==> src/rtl/dial_combo_lock.sv <==
// Multi-round dial combination lock: the player turns the dial to a random
// target and presses the confirm key, NUM_ROUNDS times in a row, each within
// a per-round time limit. Wrong presses and timeouts are fails; MAX_FAILS
// fails start a timed lockout.
module dial_combo_lock #(
  parameter int POS_BITS       = 3,
  parameter int ADC_BITS       = 12,
  parameter int NUM_ROUNDS     = 3,
  parameter int TIME_LIMIT_SEC = 3,
  parameter int CLK_FREQ       = 50_000_000,
  parameter int MAX_FAILS      = 3,
  parameter int LOCKOUT_SEC    = 5,
  parameter int ANGLE_STEP     = 25
) (
  input  logic                         clk,
  input  logic                         rst,
  input  logic                         enable,
  input  logic [ADC_BITS-1:0]          adc_dial_val,
  input  logic                         btn_click,
  output logic [4*(2**POS_BITS)-1:0]   target_seg_data,
  output logic [(2**POS_BITS)-1:0]     cursor_led,
  output logic [7:0]                   servo_angle,
  output logic [3:0]                   round_idx,
  output logic [3:0]                   sec_left,
  output logic [3:0]                   fail_cnt,
  output logic                         clear,
  output logic                         fail,
  output logic                         locked
);

  localparam int NUM_POS = 2**POS_BITS;
  localparam int PW      = (CLK_FREQ > 1) ? $clog2(CLK_FREQ) : 1;
  localparam logic [PW-1:0] PRESC_MAX = PW'(CLK_FREQ - 1);

  typedef enum logic [2:0] {S_IDLE, S_ARM, S_PLAY, S_LOCKOUT, S_DONE} state_t;

  state_t              state_q, state_d;
  logic [15:0]         lfsr_q, lfsr_d;
  logic                btn_q, btn_d;
  logic [POS_BITS-1:0] target_pos_q, target_pos_d;
  logic [POS_BITS-1:0] prev_target_q, prev_target_d;
  logic [3:0]          round_q, round_d;
  logic [3:0]          fail_cnt_q, fail_cnt_d;
  logic [3:0]          sec_left_q, sec_left_d;
  logic [PW-1:0]       presc_q, presc_d;
  logic                clear_q, clear_d;
  logic                fail_q, fail_d;

  logic [POS_BITS-1:0] cur_pos;
  logic [POS_BITS-1:0] arm_pick;
  logic [15:0]         angle_full;
  logic                press, presc_wrap, time_up, fail_evt;

  assign cur_pos    = adc_dial_val[ADC_BITS-1 -: POS_BITS];
  assign press      = btn_click & ~btn_q;
  assign presc_wrap = (presc_q == PRESC_MAX);
  assign time_up    = presc_wrap && (sec_left_q == 4'd1);
  assign angle_full = 16'(cur_pos) * 16'(ANGLE_STEP);

  assign servo_angle = angle_full[7:0];
  assign round_idx   = round_q;
  assign sec_left    = sec_left_q;
  assign fail_cnt    = fail_cnt_q;
  assign clear       = clear_q;
  assign fail        = fail_q;
  assign locked      = (state_q == S_LOCKOUT);

  // State register; everything resets synchronously.
  always_ff @(posedge clk) begin
    if (rst) begin
      state_q       <= S_IDLE;
      lfsr_q        <= 16'hACE1;
      btn_q         <= 1'b0;
      target_pos_q  <= '0;
      prev_target_q <= '0;
      round_q       <= '0;
      fail_cnt_q    <= '0;
      sec_left_q    <= '0;
      presc_q       <= '0;
      clear_q       <= 1'b0;
      fail_q        <= 1'b0;
    end else begin
      state_q       <= state_d;
      lfsr_q        <= lfsr_d;
      btn_q         <= btn_d;
      target_pos_q  <= target_pos_d;
      prev_target_q <= prev_target_d;
      round_q       <= round_d;
      fail_cnt_q    <= fail_cnt_d;
      sec_left_q    <= sec_left_d;
      presc_q       <= presc_d;
      clear_q       <= clear_d;
      fail_q        <= fail_d;
    end
  end

  // Next-state logic: round/lockout sequencing, seconds timer, fail handling.
  always_comb begin
    state_d       = state_q;
    lfsr_d        = {lfsr_q[14:0], lfsr_q[15] ^ lfsr_q[13] ^ lfsr_q[12] ^ lfsr_q[10]};
    btn_d         = btn_click;
    target_pos_d  = target_pos_q;
    prev_target_d = prev_target_q;
    round_d       = round_q;
    fail_cnt_d    = fail_cnt_q;
    sec_left_d    = sec_left_q;
    presc_d       = presc_q;
    clear_d       = 1'b0;
    fail_d        = 1'b0;
    fail_evt      = 1'b0;
    // Never repeat the previous target, so every round needs a real turn.
    arm_pick      = lfsr_q[POS_BITS-1:0];
    if (arm_pick == prev_target_q) arm_pick = arm_pick + 1'b1;

    if (!enable) begin
      state_d    = S_IDLE;
      round_d    = '0;
      fail_cnt_d = '0;
      sec_left_d = '0;
      presc_d    = '0;
    end else begin
      case (state_q)
        S_IDLE: state_d = S_ARM;
        S_ARM: begin
          target_pos_d  = arm_pick;
          prev_target_d = arm_pick;
          sec_left_d    = 4'(TIME_LIMIT_SEC);
          presc_d       = '0;
          state_d       = S_PLAY;
        end
        S_PLAY: begin
          // Timeout beats a press landing in the same cycle.
          if (time_up) begin
            fail_evt = 1'b1;
          end else if (press && (cur_pos == target_pos_q)) begin
            round_d = round_q + 4'd1;
            if (round_d == 4'(NUM_ROUNDS)) begin
              clear_d = 1'b1;
              state_d = S_DONE;
            end else begin
              state_d = S_ARM;
            end
          end else if (press) begin
            fail_evt = 1'b1;
          end else begin
            presc_d = presc_wrap ? '0 : presc_q + 1'b1;
            if (presc_wrap) sec_left_d = sec_left_q - 4'd1;
          end
        end
        S_LOCKOUT: begin
          if (time_up) begin
            fail_cnt_d = '0;
            state_d    = S_ARM;
          end else begin
            presc_d = presc_wrap ? '0 : presc_q + 1'b1;
            if (presc_wrap) sec_left_d = sec_left_q - 4'd1;
          end
        end
        default: ;
      endcase

      if (fail_evt) begin
        fail_d     = 1'b1;
        round_d    = '0;
        fail_cnt_d = fail_cnt_q + 4'd1;
        if (fail_cnt_d == 4'(MAX_FAILS)) begin
          state_d    = S_LOCKOUT;
          sec_left_d = 4'(LOCKOUT_SEC);
          presc_d    = '0;
        end else begin
          state_d = S_ARM;
        end
      end
    end
  end

  // Digit display: target marked as 0 among B's while playing, E in lockout.
  always_comb begin
    target_seg_data = '0;
    for (int k = 0; k < NUM_POS; k++) begin
      case (state_q)
        S_ARM, S_PLAY: target_seg_data[4*k +: 4] =
                         (k == int'(target_pos_q)) ? 4'h0 : 4'hB;
        S_LOCKOUT:     target_seg_data[4*k +: 4] = 4'hE;
        default:       target_seg_data[4*k +: 4] = 4'h0;
      endcase
    end
  end

  // One-hot cursor follows the dial directly.
  always_comb begin
    cursor_led          = '0;
    cursor_led[cur_pos] = 1'b1;
  end

endmodule

==> config.mk <==
export PLATFORM = sky130hd
export DESIGN_NAME = dial_combo_lock
export DESIGN_NICKNAME = d
export VERILOG_FILES = /design/src/rtl/dial_combo_lock.sv
export SDC_FILE = /design/constraint.sdc
export NUM_CORES = 1
export LEC_CHECK = 0
export CORE_MARGIN = 2
export CORE_UTILIZATION = 52
export CTS_CLUSTER_SIZE = 8
export DETAILED_ROUTE_END_ITERATION = 10
export PLACE_DENSITY_LB_ADDON = 0.2
export SKIP_LAST_GASP = 1
export SLEW_MARGIN = 20
export SYNTH_ARGS = -nofsm -noshare
export SYNTH_HDL_FRONTEND = slang
export SYNTH_SLANG_ARGS = --single-unit
export TNS_END_PERCENT = 5
==> constraint.sdc <==
create_clock -name clk -period 2.3 [get_ports clk]
set_input_delay 0.345 -clock clk [delete_from_list [all_inputs] [get_ports clk]]
set_output_delay 0.345 -clock clk [all_outputs]
set_load 0.01 [all_outputs]
## Word-level counts from Yosys, hierarchy flattened

Index checks and enable logic that the tools add are counted.

- Reductions and logical operators: 16
- Equality and inequality tests: 19
- Mux-type cells: 52
- Bitwise logic cells: 9
- $mul: 1
- Order comparisons: 2
- Add/subtract/negate cells: 5

Operators with widths:

| operator | count |
|---|---|
| $mux 26 | 7 |
| $pmux 26 s3 | 1 |
| $mux 4 | 18 |
| $pmux 4 s2 | 8 |
| $add 26x1->26 const B | 1 |
| $eq 26x26->1 const B | 1 |
| $mux 3 | 6 |
| $eq 3x3->1 const A | 4 |
| $pmux 3 s4 | 1 |
| $pmux 4 s3 | 1 |
| $add 4x1->4 const B | 2 |
| $eq 4x2->1 const B | 2 |
| $mul 3x5->8 const B | 1 |
| $mux 1 | 8 |
| $eq 2x3->1 const A | 2 |
| $eq 3x2->1 const B | 2 |
| $eq 3x3->1 | 2 |
| $logic_not 3->1 | 2 |
| $ne 3x3->1 const B | 2 |
| $not 1->1 | 5 |
| $reduce_bool 5->1 | 1 |
| $reduce_or 5->1 | 1 |
| $eq 4x1->1 const B | 1 |
| $lt 3x4->1 const B | 1 |
| other kinds (17) | 24 |

- Output and inout port bits: 63
- Input bits: 16
- Word-level logic and storage cells: 114
- Flip-flop bits (word level): 63

## Depth between registers and ports, before layout

- Word-level depth: 9
- Depth in mapped cells: 8
- Gate-level depth less buffers: 7

## Worst setup path before layout

No wires, ideal clock.

- Kind: reg2reg
- Start point: register presc_q[0]
- End point: register presc_q[2]
- Library setup time: 0.121 ns
- Cell stages (with the launch flop): 9
- Data required time: 2.179 ns
- Buffers on the path: 1
- Clock period less this slack: 2.105 ns
- Arrival time: 1.984 ns
- Path slack: 0.195 ns
- Cells stage by stage: dfxtp_1 > ha_1 > and3_1 > nand2_1 > nor4_1 > nor2_1 > clkbuf_1 > a21oi_1 > nor3_1

- Word-level cells in the longest chain between the ends: 8
- Elaborated cells on any way between the ends: 14
- Classes of those cells: add/sub (1); eq/ne (1); mux (11); reduce/logical (1)

Ends and longest elaborated chain:

| what | line | RTL |
|---|---|---|
| start: declaration | 45 | `logic [PW-1:0] presc_q, presc_d;` |
| start signal: assignment | 91 | `presc_q <= presc_d;` |
| $add 26x1->26 or $eq 26x26->1 (tied branches) | 146, 155, 56 |  |
| $mux 26 | 146, 155 |  |
| $mux 26 | 143 | `end else if (press) begin` |
| $mux 26 | 135 | `end else if (press && (cur_pos == target_pos_q)) begin` |
| $mux 26 | 133 | `if (time_up) begin` |
| $pmux 26 s3 | 122 | `case (state_q)` |
| $mux 26 | 166 | `if (fail_cnt_d == 4'(MAX_FAILS)) begin` |
| $mux 26 * | 162 | `if (fail_evt) begin` |

Mark *: on every way between the ends. The rest lies on a longest branch, timed or not. The select of a mux whose other input is x is not followed.
A chain may end at the register's enable or synchronous reset.

## Worst setup path in the final report

- Start point: register state_q[1]
- End point: output target_seg_data[18]

- Word-level cells in the longest chain between the ends: 3
- Elaborated cells on any way between the ends: 5
- Classes of those cells: eq/ne (3); mux (1); reduce/logical (1)

Ends and longest elaborated chain:

| what | line | RTL |
|---|---|---|
| start: declaration | 37 | `state_t state_q, state_d;` |
| start signal: assignment | 83 | `state_q <= state_d;` |
| $eq 3x1->1 or $eq 3x2->1 (tied branches) | 181 | `case (state_q)` |
| $reduce_or 2->1 | 181 |  |
| $pmux 4 s2 * | 181 |  |
| end: declaration | 20 | `output logic [4*(2**POS_BITS)-1:0] target_seg_data,` |

Mark *: on every way between the ends. The rest lies on a longest branch, timed or not.

==> flow_metrics.env <==
export IMPL_synth_ff_type="dfxtp_1"
export IMPL_power_leakage_nw=1.87
export IMPL_synth_seq_area_share=0.338
export IMPL_synth_compound_area_share=0.185
export IMPL_num_antenna_cells=0
export IMPL_cp_common_cell="buf_4"
export IMPL_portBuffers=69
export IMPL_violations="negative setup slack"
export IMPL_synthAdderAreaFrac=0.0570
export IMPL_regToRegSetupSlack_ps=30
export IMPL_layout_drive_gt1_share=0.208
export IMPL_grt_first_pass_wirelength_um=16000
export IMPL_ys_ff_latch=63
export IMPL_synth_top_family_by_area="simple AND/OR/NAND/NOR gates"
export IMPL_coreArea_um2=6870
export IMPL_start_util=0.543
export IMPL_placed_area_um2=4710
export IMPL_cpPeakStageDelay_ps=550
export IMPL_crit_chain="nor2b_1, buf_4, nand2_2, inv_2, buf_4, clkdlybuf4s50_1"
export IMPL_grt_max_degree=29
export IMPL_ctsHoldBuffers=0
export IMPL_slew_headroom=0.520
export IMPL_rows=30
export IMPL_critical_path_max_fanout=9
export IMPL_syn_inst=457
export IMPL_ys_async_sr_fraction=0
export IMPL_crit_required_ps=1960
export IMPL_nNetsFinal=587
export IMPL_worst_pin_slew_ps=719
export IMPL_endpoint_kind="output pin"
export IMPL_crit_path_start_kind="flop"
export IMPL_hold_viol_final=0
export IMPL_layout_setup_ws_ps=-93.9
export IMPL_track_usage=0.256
export IMPL_io_pins=79
export IMPL_cp_num_buf_inv=4
export IMPL_ctsRootBufferMaster="clkbuf_8"
export IMPL_worstSkewPairLatency_ps=340
export IMPL_synthSimpleGateAreaFrac=0.308
export IMPL_cp_top_family="buffers and inverters"
export IMPL_arrival_ps=2050
export IMPL_die_area_um2=7870
export IMPL_dp_slack_ps=-345
export IMPL_status="complete, but fails checks"
export IMPL_hold_path_class="flop to flop"
export IMPL_antenna_found_initial=0
export IMPL_synth_area_um2=3730
export IMPL_maxCapViolations=0
export IMPL_post_route_period_util=1.04
export IMPL_area_delta_synth_final_pct=33.5
export IMPL_synth_nets=490
export IMPL_drv_slew=0
export IMPL_antenna_left=0
export IMPL_clk_pin_slew_ps=80
export IMPL_finalPower_w=0.00257
export IMPL_route_detailed_drc=0
export IMPL_cts_made_buffers=9
export IMPL_first_pass_iters=5
export IMPL_critPathSlowestCell="clkdlybuf4s50_1"
export IMPL_overflow=0
export IMPL_ir_worst_vdd_mv=0.443
export IMPL_synth_top_area_frac=0.338
export IMPL_clkSinkCount=63
export IMPL_synth_xor_area_share=0.0329
export IMPL_avgViaCountPerCell=5.61
export IMPL_max_freq_mhz=418
export IMPL_post_dp_hpwl_um=6940
export IMPL_drtIter0Drc=245
export IMPL_power_density_nw_per_um2=515
export IMPL_layout_common_cells="clkdlybuf4s50_1, dfxtp_1, buf_4"
export IMPL_yosysUniqueCellTypes=60
export IMPL_vias=3674
export IMPL_final_common_cell="clkdlybuf4s50_1"
export IMPL_gp_congestion=0.892
export IMPL_fin_util=0.725
export IMPL_ys_top_cells_by_area="dfxtp_1, ha_1, buf_4"
export IMPL_avgSynthCellArea_um2=8.16
export IMPL_routed_wl_um=9930
export IMPL_globalRouteMet1Util=0.340
export IMPL_skew_ps=7.48
export IMPL_fp_dieW_um=88.7
export IMPL_grt_pass1_vias=3431
export IMPL_grt_util_met3=0.0588
export IMPL_yosysTopAreaCell="dfxtp_1"
export IMPL_htreeDepth=3
export IMPL_cts_tree="built"
export IMPL_die_h_um=88.7
export IMPL_finalInstanceArea_um2=4980
export IMPL_wire_per_inst_um=15.2
export IMPL_busiest_layer="met2"
export IMPL_min_period_ps=2390
export IMPL_synth_edff_count=0
export IMPL_clock_path_buffers=2
export IMPL_finalSetupViolCount=23
export IMPL_gr_usage_met2=0.418
export IMPL_synth_mux_area_frac=0.00268
export IMPL_yosysWarnings=0
export IMPL_rsz0062_at_grt="true"
export IMPL_crit_type="flop to output pin"
==> area by class of cell <==
type | instances | area (um2)
Fill cell | 546 | 1890
Timing Repair Buffer | 123 | 1100
Tap cell | 96 | 120
Clock inverter | 7 | 77.6
Clock buffer | 9 | 124
Sequential cell | 63 | 1270
Inverter | 15 | 56.3
Multi-Input combinational cell | 342 | 2230
==> synthesized netlist by cell type (16+ instances only) <==
master / number
a31oi_1: 22
ha_1: 17
nand2_1: 36
a21oi_1: 28
buf_4: 21
or2_2: 16
nor2_1: 36
nor2b_1: 18
dfxtp_1: 63
==> flip-flops by register name (all words and copies together), names as in the netlist <==
register and count:
btn_q 1, clear 1, fail 1, fail_cnt 4, lfsr_q 16, presc_q 26, prev_target_q 3, round_idx 4
sec_left 4, state_q 3
==> metrics by stage <==
| stage | hold slack [ps] | cells | TNS [ps] |
|---|---|---|---|
| after floorplan | 389 | 457 | 0 |
| after global placement | 398 | 636 | -1300 |
| after detailed placement | 399 | 636 | -1410 |
| after CTS | 419 | 652 | -5270 |
| after global routing | 428 | 655 | -4750 |
| final | 415 | 655 | -1840 |
==> per-layer routing <==
layer / up-vias / wire length (um)
li1: 1820 / -
met1: 1713 / 4540
met2: 128 / 4700
met3: 13 / 577
met4: 0 / 109
met5: - / 0
==> where the power goes <==
part,internal [W],switching (W),total (W)
clock,0.000514,0.000500,0.00101
combinational,0.000208,0.000197,0.000405
sequential,0.00112,0.0000275,0.00115
total,0.00184,0.000725,0.00257
==> what timing repair did <==
action | 4_1_cts | 5_1_grt
buffers inserted | 0 | 3
setup endpoints to repair | 40 | 58
resized for setup | 4 | 16
gates cloned | 0 | 0
==> final timing paths <==
kind	start	endpoint	depth (start not counted)
max reg2reg	presc_q[7]	presc_q[21]	7
min reg2reg	lfsr_q[9]	lfsr_q[10]	1
max	state_q[1]	target_seg_data[18]	6
min	lfsr_q[9]	lfsr_q[10]	1
==> cells by family after synthesis <==
kind of cell / count (synthesis)
compound gates: 104
xor+xnor: 14
fa+ha+maj: 17
buf+inv: 52
flops: 63
mux: 1
simple gates: 206
==> worst reg2reg max path: stages (launching register included) <==
cell      delay, ps
dfxtp_1         380
nor4b_2         350
nand4_2         230
or4_4           580
o21ai_2         140
buf_4           210
a21oi_1          80
a211oi_2        240
(Power assumes the default switching activity.)
